## src/rtl/pipe_mem_ctrl.sv

```systemverilog
// pipe_mem_ctrl: arbitrates fetch/data misses onto one shared memory port and stalls the pipeline
module pipe_mem_ctrl (
  input  logic        clk,
  input  logic        rst,
  input  logic        if_req,
  input  logic [15:0] if_addr,
  input  logic        d_req,
  input  logic        d_we,
  input  logic [15:0] d_addr,
  input  logic [15:0] d_wdata,
  input  logic        mem_ready,
  input  logic [15:0] mem_rdata,
  output logic        mem_en,
  output logic        mem_we,
  output logic [15:0] mem_addr,
  output logic [15:0] mem_wdata,
  output logic        if_done,
  output logic        d_done,
  output logic [15:0] rdata,
  output logic        pc_wen,
  output logic        fd_wen,
  output logic        dx_wen,
  output logic        xm_wen,
  output logic        dx_flush,
  output logic        err
);
  typedef enum logic [2:0] {IDLE, IBUSY, DBUSY, DONE, ERR} state_t;
  state_t      state, state_nx;
  logic [15:0] addr_q, wdata_q;
  logic        we_q, served_d, busy, run, mem_stall, fetch_stall;
  logic [3:0]  cnt;
  assign busy = (state == IBUSY) || (state == DBUSY);
  // next state: data wins in IDLE, no preemption while busy, timeout when the counter reaches 15
  always_comb begin
    state_nx = state;
    case (state)
      IDLE:        state_nx = d_req ? DBUSY : (if_req ? IBUSY : IDLE);
      IBUSY, DBUSY: state_nx = mem_ready ? DONE : ((cnt >= 4'd14) ? ERR : state);
      DONE:        state_nx = IDLE;
      ERR:         state_nx = ERR;
      default:     state_nx = IDLE;
    endcase
  end
  // state register plus access capture, wait counter and read-data latch
  always_ff @(posedge clk or negedge rst) begin
    if (!rst) begin
      state    <= IDLE;
      addr_q   <= '0;
      wdata_q  <= '0;
      we_q     <= 1'b0;
      served_d <= 1'b0;
      cnt      <= '0;
      rdata    <= '0;
    end else begin
      state <= state_nx;
      if (state == IDLE && (d_req || if_req)) begin
        addr_q   <= d_req ? d_addr : if_addr;
        wdata_q  <= d_req ? d_wdata : wdata_q;
        we_q     <= d_req & d_we;
        served_d <= d_req;
        cnt      <= '0;
      end
      if (busy && !mem_ready) cnt <= (cnt == 4'hf) ? cnt : cnt + 4'd1;
      if (busy && mem_ready && !we_q) rdata <= mem_rdata;
    end
  end
  // memory strobes are gated by rst so an abort drops them without waiting for an edge
  always_comb begin
    mem_en      = rst & busy;
    mem_we      = rst & (state == DBUSY) & we_q;
    mem_addr    = addr_q;
    mem_wdata   = wdata_q;
    if_done     = rst & (state == DONE) & ~served_d;
    d_done      = rst & (state == DONE) & served_d;
    err         = rst & (state == ERR);
    run         = rst & (state != ERR);
    mem_stall   = d_req & ~d_done;
    fetch_stall = if_req & ~if_done;
    dx_wen      = run & ~mem_stall;
    xm_wen      = run & ~mem_stall;
    pc_wen      = run & ~mem_stall & ~fetch_stall;
    fd_wen      = run & ~mem_stall & ~fetch_stall;
    dx_flush    = run & fetch_stall & ~mem_stall;
  end
endmodule

```

## config.mk

```make
export PLATFORM = sky130hd
export DESIGN_NAME = pipe_mem_ctrl
export DESIGN_NICKNAME = d
export VERILOG_FILES = /design/src/rtl/pipe_mem_ctrl.sv
export SDC_FILE = /design/constraint.sdc
export NUM_CORES = 1
export LEC_CHECK = 0
export CAP_MARGIN = 0
export CORE_AREA = 2 2 81 83
export CTS_CLUSTER_SIZE = 24
export DETAILED_ROUTE_END_ITERATION = 8
export DIE_AREA = 0 0 83 85
export PLACE_DENSITY_LB_ADDON = 0.3
export SLEW_MARGIN = 20
export SYNTH_ARGS = -nofsm -noshare
export SYNTH_HDL_FRONTEND = slang
export SYNTH_SLANG_ARGS = --single-unit
export TNS_END_PERCENT = 20
```

## constraint.sdc

```tcl
create_clock -name clk -period 4.5 [get_ports clk]
set_input_delay 1.125 -clock clk [delete_from_list [all_inputs] [get_ports clk]]
set_output_delay 1.125 -clock clk [all_outputs]
set_load 0.05 [all_outputs]
```

Yosys cells after proc, flatten, opt, wreduce, memory -nomap -nowiden
Index checks and enable logic that the tools add are counted.

Add/subtract/negate cells: 1. Reductions and logical operators: 13. Muxes and demuxes: 9. $lt $le $gt $ge: 1. Equality and inequality tests: 8. Bitwise gates (word level): 20.

Operator list (number): two-way mux 16 bit (1); AND 1 bit (15); two-way mux 4 bit (3); case mux 3 bit (3 select lines) (1); == test 3 x 2 -> 1 bit (second input constant) (2); two-way mux 3 bit (2); != test 3 bit (second input constant) (2); NOT 1 bit (5); adder 4 x 1 -> 4 bit (second input constant) (1); == test 4 bit (second input constant) (1); greater-or-equal comparator 4 bit (second input constant) (1); logical AND 1 bit (4); AND reduction 2 bit (2); == test 3 x 1 -> 1 bit (second input constant) (1); == test 3 bit (second input constant) (1); logical NOT 3 bit (1); logical NOT 1 bit (2); logical OR 1 bit (2); two-way mux 2 bit (1); != test 2 bit (second input constant) (1); nonzero test 2 bit (1); OR reduction 2 bit (1); two-way mux 1 bit (1).

Output and inout port bits: 58. Bits in registers: 57. Bits of input ports: 70. Word-level logic and storage cells: 59.

Logic depth before layout (Yosys ltp)
Gate-level depths: netlist of the first run.

Depth after elaboration: 8. Mapped depth: 5. Mapped depth without buffers: 5.

Least setup slack after synthesis of the first run
OpenSTA, ideal clock, no wires.

Path type: input -> output. Start point: in d_req. End point: out pc_wen. Arrival time: 3.548 ns. Stages on the path: 5. Required time: 3.375 ns. Path slack: -0.173 ns. Cell sequence: buf_2 -> nor2b_1 -> a2111oi_2 -> and2_1 -> buf_4.

Word-level cells in the longest chain between the ends: 4.

RTL lines: from (decl) (RTL line 7) `input logic d_req,`; AND 1 bit (RTL line 77) `mem_stall = d_req & ~d_done;`; NOT 1 bit; AND 1 bit; via dx_wen (RTL line 22) `output logic dx_wen,`; AND 1 bit (RTL line 81) `pc_wen = run & ~mem_stall & ~fetch_stall;`; to (decl) (RTL line 20) `output logic pc_wen,`.

The timed path passes the listed nets, and every way through them passes these cells.

Worst setup path after layout of the first run
Start point: in d_req. End point: out fd_wen.

Word-level cells in the longest chain between the ends: 4.

RTL lines: AND 1 bit (RTL line 77); NOT 1 bit (RTL line 82) `fd_wen = run & ~mem_stall & ~fetch_stall;`; AND 1 bit (2 in a row) (RTL line 82); to (decl) (RTL line 21) `output logic fd_wen,`.

Every way passes these cells.

==> metrics.yaml, run 1 <==
status: "finished clean"
fin_nets: 409
synth.area.mux_share_pct: 20.5
synth_area_um2: 2640
cts_tree: "built"
synth_top_area_share_pct: 54.1
grt_overflow_total: 0
path_max_fanout: 4
clockBufferDepth: 2
rr_worst_depth: 3
antenna_found_initial: 0
tns_ps: 0
cp_slowest_stage_delay_ps: 550
clock_latency_ps: 340
min_from: "rdata[5]"
grt_usage_pct: 20.2
cts.clk_slew.worst_paths_ps: 70
p_leak_nw: 1.74
syn_inst: 210
initialDrtViolationCount: 111
grt_max_degree: 58
vias_per_cell: 5.20
dr.pass1.iters: 4
worst_pin_slew_ps: 1010
finalHoldViolCount: 0
period_share_pct: 87.7
synthAdderAreaFrac_pct: 0.948
endpoint: "fd_wen"
ys_ff_latch: 57
path_class: "in -> out"
cp-start-kind: "primary input"
reg2reg_to: "rdata[9]"
peakVddDrop_v: 0.000536
finalMaxSlewViolations: 0
vias: 2179
wl_mm: 6.82
dp_hpwl_mm: 4.94
cts_setup_buffers: 0
min_path_type: "reg -> reg"
cts.sinks: 57
critPathTopFamily: "buffers and inverters"
dieArea_um2: 7060
fp.dieW_um: 83
crit_arrival_ps: 2820
cp-end-kind: "output port"
async_reset_ff_share_pct: 100
synth_most_common_cell: "dfrtp_1"
yosys.area_share.simple_pct: 7.21
htreeDepth: 3
synth_common_cells: "dfrtp_1, o21ai_0, mux2_2, mux2i_1, inv_1"
regToRegSetupSlack_ps: 2280
initial_core_util_pct: 42.5
postRouteAntennaNets: 0
path_cells: "clkdlybuf4s50_1 -> nor2b_1 -> a2111oi_4 -> and2_1 -> buf_12"
grt_setup_unrepaired: "false"
startpoint: "d_req"
fill_cells: 455
synth_warnings: 0
fin_util_pct: 67.7
fmax_ghz: 0.253
place_congestion: 0.790
skew_ps: 6.28
dp.cells: 403
synth_flop_cell: "dfrtp_1"
critPathBufInv: 2
slew_headroom_pct: 32.2
r2r-start: "state[1]"
yosysSeqAreaShare_pct: 54.1
synth_nets: 282
slowest_stage: "a2111oi_4"
cp.depth: 5
finalPower_mw: 3.44
rows: 29
worstPathRequired_ps: 3380
cts_inserted_buffers: 9
num_antenna_cells: 0
fin_crit_ps: 3950
cts.root.buffer_cell: "clkbuf_8"
synth_area_leader_cell: "dfrtp_1"
wl_per_cell_um: 16.3
final_cells: 419
die_h_um: 85
powerDensity_nw_per_um2: 818
synthTopCellsByArea: "dfrtp_1, mux2_2, mux2i_1"
drv_cap: 0
port_buffers: 127
ctsResizeCount: 0
syn_avg_cell_area_um2: 12.6
design.core.area_um2: 6200
finalSetupViolCount: 0
synth_cell_types: 45
grt_pass1_wl_mm: 11.3
drive_above_1_share_pct: 18.1
syn2layout_area_growth_pct: 59.1
grt_pass1_vias: 2305
synth-compound-area-share_pct: 11.1
cts_hold_repair.buffers: 0
io_pins: 128
synth_top_family_by_area: "multiplexers"
route.detailed.drc: 0
synth_xor_area_share_pct: 1.71
synth_edf_count: 0
==> cells in the final DEF (no fill, tap or decap), types with 3 or more instances in the layout <==
master           instances
nor2_1                   4
dfrtp_1                 57
clkinvlp_4               3
mux2_2                  31
buf_12                   5
o21ai_1                  3
mux2i_1                 18
inv_1                    7
nand3_1                  3
o21ai_0                 32
clkdlybuf4s50_1        121
nor2b_1                  4
clkbuf_8                10
==> metrics by stage <==
stage	setup slack [ps]	cell area (µm²)	hold slack [ps]
after floorplan	259	2650	489
after global placement	585	3990	466
after detailed placement	555	3990	479
after CTS	546	4200	494
after global routing	480	4200	515
final	555	4200	491
==> power by group <==
group / switching (mW) / internal (mW)
sequential: 0.177 / 0.765
clock: 0.223 / 0.271
combinational: 1.24 / 0.757
total: 1.64 / 1.79
==> layer usage <==
layer / vias up / wire (µm) / GRT usage (%)
met5: - / 0 / 0
met4: 0 / 127 / 8.79
met3: 11 / 492 / 7.30
met2: 74 / 3480 / 33.0
met1: 1076 / 2720 / 24.3
li1: 1018 / - / -
==> worst min path at each step <==
| stage | depth (start not counted) | slack (ps) | endpoint |
|---|---|---|---|
| floorplan | 1 | 490 | cnt[0] |
| global placement | 1 | 470 | rdata[5] |
| detailed placement | 1 | 480 | rdata[5] |
| CTS | 1 | 490 | rdata[5] |
| global route | 1 | 520 | rdata[5] |
| finish | 1 | 490 | rdata[5] |
==> worst register-to-register path: cells and delay by family (launching register included) <==
kind / cells / cell delay (ps)
and+or+nand+nor: 1 / 860
muxes: 1 / 420
DFF: 1 / 660
xor gates and xnor gates: 1 / 170
==> state kept, by name, summed over array words and instances (netlist names) <==
register / cells
we_q: 1
mem_wdata: 16
served_d: 1
rdata: 16
mem_addr: 16
cnt: 4
state: 3
==> cell families (layout without fill, tap and decap cells) <==
family / after synthesis / after routing
flip-flops: 57 / 57
AO/OA/AOI/OAI: 50 / 50
multiplexers: 50 / 50
AND/OR/NAND/NOR: 28 / 28
buffers and inverters: 20 / 152
XOR/XNOR: 3 / 3
adder cells (fa/ha/maj): 2 / 2
==> layout make-up <==
type	instances	area (µm²)	area share, %
clock buffers	10	138	3.28
well taps	77	96.3	2.30
inverters	7	26.3	0.626
repair buffers	129	1330	31.7
multi-input cells	133	1110	26.5
flip-flops and latches	57	1430	34.0
clock inverters	6	66.3	1.58
No activity file was read; power rests on OpenSTA's default activity.
==> run 2, diff against run 1 <==
Settings changed: SLEW_MARGIN 20 to unset.
==> metrics.yaml, run 2 (synthesis results as in run 1) <==
status: "finished clean"
route.detailed.drc: 0
clock_latency_ps: 330
fin_hold_ws_ps: 502
stdcell_area_um2: 4170
htreeDepth: 3
fin_nets: 409
peakVddDrop_v: 0.000532
grt_max_degree: 58
p_switching_mw: 1.62
drv_cap: 0
dr.pass1.iters: 4
p_leak_nw: 1.74
vias_per_cell: 5.19
port_buffers: 127
slew_headroom_pct: 20.3
tns_ps: 0
die_h_um: 85
grt_pass1_wl_mm: 11.1
skew_ps: 4.00
ctsResizeCount: 0
fin_crit_ps: 3930
io_pins: 128
wl_per_cell_um: 16.1
finalHoldViolCount: 0
cts_tree: "built"
initial_core_util_pct: 42.5
min_path_type: "reg -> reg"
cp-end-kind: "output port"
drive_above_1_share_pct: 17.3
grt_setup_unrepaired: "false"
fin_util_pct: 67.2
cts.root.buffer_cell: "clkbuf_8"
grt_pass1_vias: 2337
cts_inserted_buffers: 9
syn2layout_area_growth_pct: 58.1
path_max_fanout: 4
vias: 2170
rows: 29
wl_mm: 6.71
p_comb_share_pct: 58.9
p_sw_share_pct: 47.8
finalSetupViolCount: 0
grt_overflow_total: 0
fp.dieW_um: 83
p_clk_share_pct: 13.3
place_congestion: 0.790
placed_area_um2: 3990
endpoint: "fd_wen"
cts_setup_buffers: 0
clockBufferDepth: 2
num_antenna_cells: 0
period_share_pct: 87.4
fmax_ghz: 0.254
worst_pin_slew_ps: 1190
cts.clk_slew.worst_paths_ps: 60
final_common_cell: "clkdlybuf4s50_1"
p_int_mw: 1.77
r2r-start: "state[1]"
layout_common_cells: "clkdlybuf4s50_1, dfrtp_1, o21ai_0"
startpoint: "d_req"
antenna_found_initial: 0
initialDrtViolationCount: 122
finalMaxSlewViolations: 0
design.core.area_um2: 6200
dp_hpwl_mm: 4.92
postRouteAntennaNets: 0
seqPwrFrac_pct: 27.9
crit_arrival_ps: 2810
reg2reg_to: "rdata[14]"
grt_usage_pct: 19.9
rr_worst_depth: 3
cp-start-kind: "primary input"
powerDensity_nw_per_um2: 813
cts_hold_repair.buffers: 0
regToRegSetupSlack_ps: 2300
path_class: "in -> out"
cts.sinks: 57
dieArea_um2: 7060
worstPathRequired_ps: 3380
==> run 2: cell count changes in the layout (fill, tap and decap cells not counted) <==
| cell | change |
|---|---|
| inv_6 | -1 |
| clkinv_2 | +2 |
| o21ai_1 | +1 |
| o21ai_2 | -1 |
| nor2_2 | -1 |
| clkinvlp_4 | -1 |
| nor2_1 | +1 |
| clkbuf_8 | -1 |
==> run 2: layout make-up <==
class	count	area (µm²)
flip-flops and latches	57	1430
multi-input cells	133	1110
inverters	7	26.3
clock inverters	6	60.1
fillers	453	2030
clock buffers	9	124
well taps	77	96.3
repair buffers	129	1330
==> run 2: how the worst min path moves through the flow <==
| stage | start | depth (start not counted) | to |
|---|---|---|---|
| after detailed placement | rdata[5] | 1 | rdata[5] |
| after global routing | rdata[5] | 1 | rdata[5] |
| final | rdata[5] | 1 | rdata[5] |
| after global placement | rdata[5] | 1 | rdata[5] |
| after CTS | rdata[5] | 1 | rdata[5] |
| after floorplan | cnt[0] | 1 | cnt[0] |
==> run 2: stage by stage <==
stage / std cells / setup slack (ps) / power (mW)
finish: 418 / 567 / 3.39
CTS: 418 / 558 / 3.42
global placement: 403 / 585 / 2.92
global route: 418 / 486 / 3.57
floorplan: 210 / 259 / 2.29
detailed placement: 403 / 575 / 2.96
==> run 2: critical path, cell delays in order <==
cell             delay (ps)
clkdlybuf4s50_1         470
nor2b_1                 180
a2111oi_4               540
and2_1                  320
buf_12                  170
==> run 2: layer usage <==
metal / part of all wire (%) / vias up / global-route usage (%)
li1: - / 1012 / -
met1: 39 / 1060 / 23.6
met2: 51 / 82 / 31.6
met3: 7.4 / 16 / 7.39
met4: 2.6 / 0 / 10.9
met5: 0 / - / 0
==> run 2: power by group through the flow <==
| stage | Combinational [mW] | Sequential [mW] | Clock [mW] |
|---|---|---|---|
| global route | 2.10 | 0.979 | 0.491 |
| detailed placement | 2.00 | 0.953 | 0 |
| finish | 2.00 | 0.945 | 0.450 |
| CTS | 2.01 | 0.947 | 0.463 |
| floorplan | 0.631 | 1.66 | 0 |
| global placement | 1.98 | 0.935 | 0 |
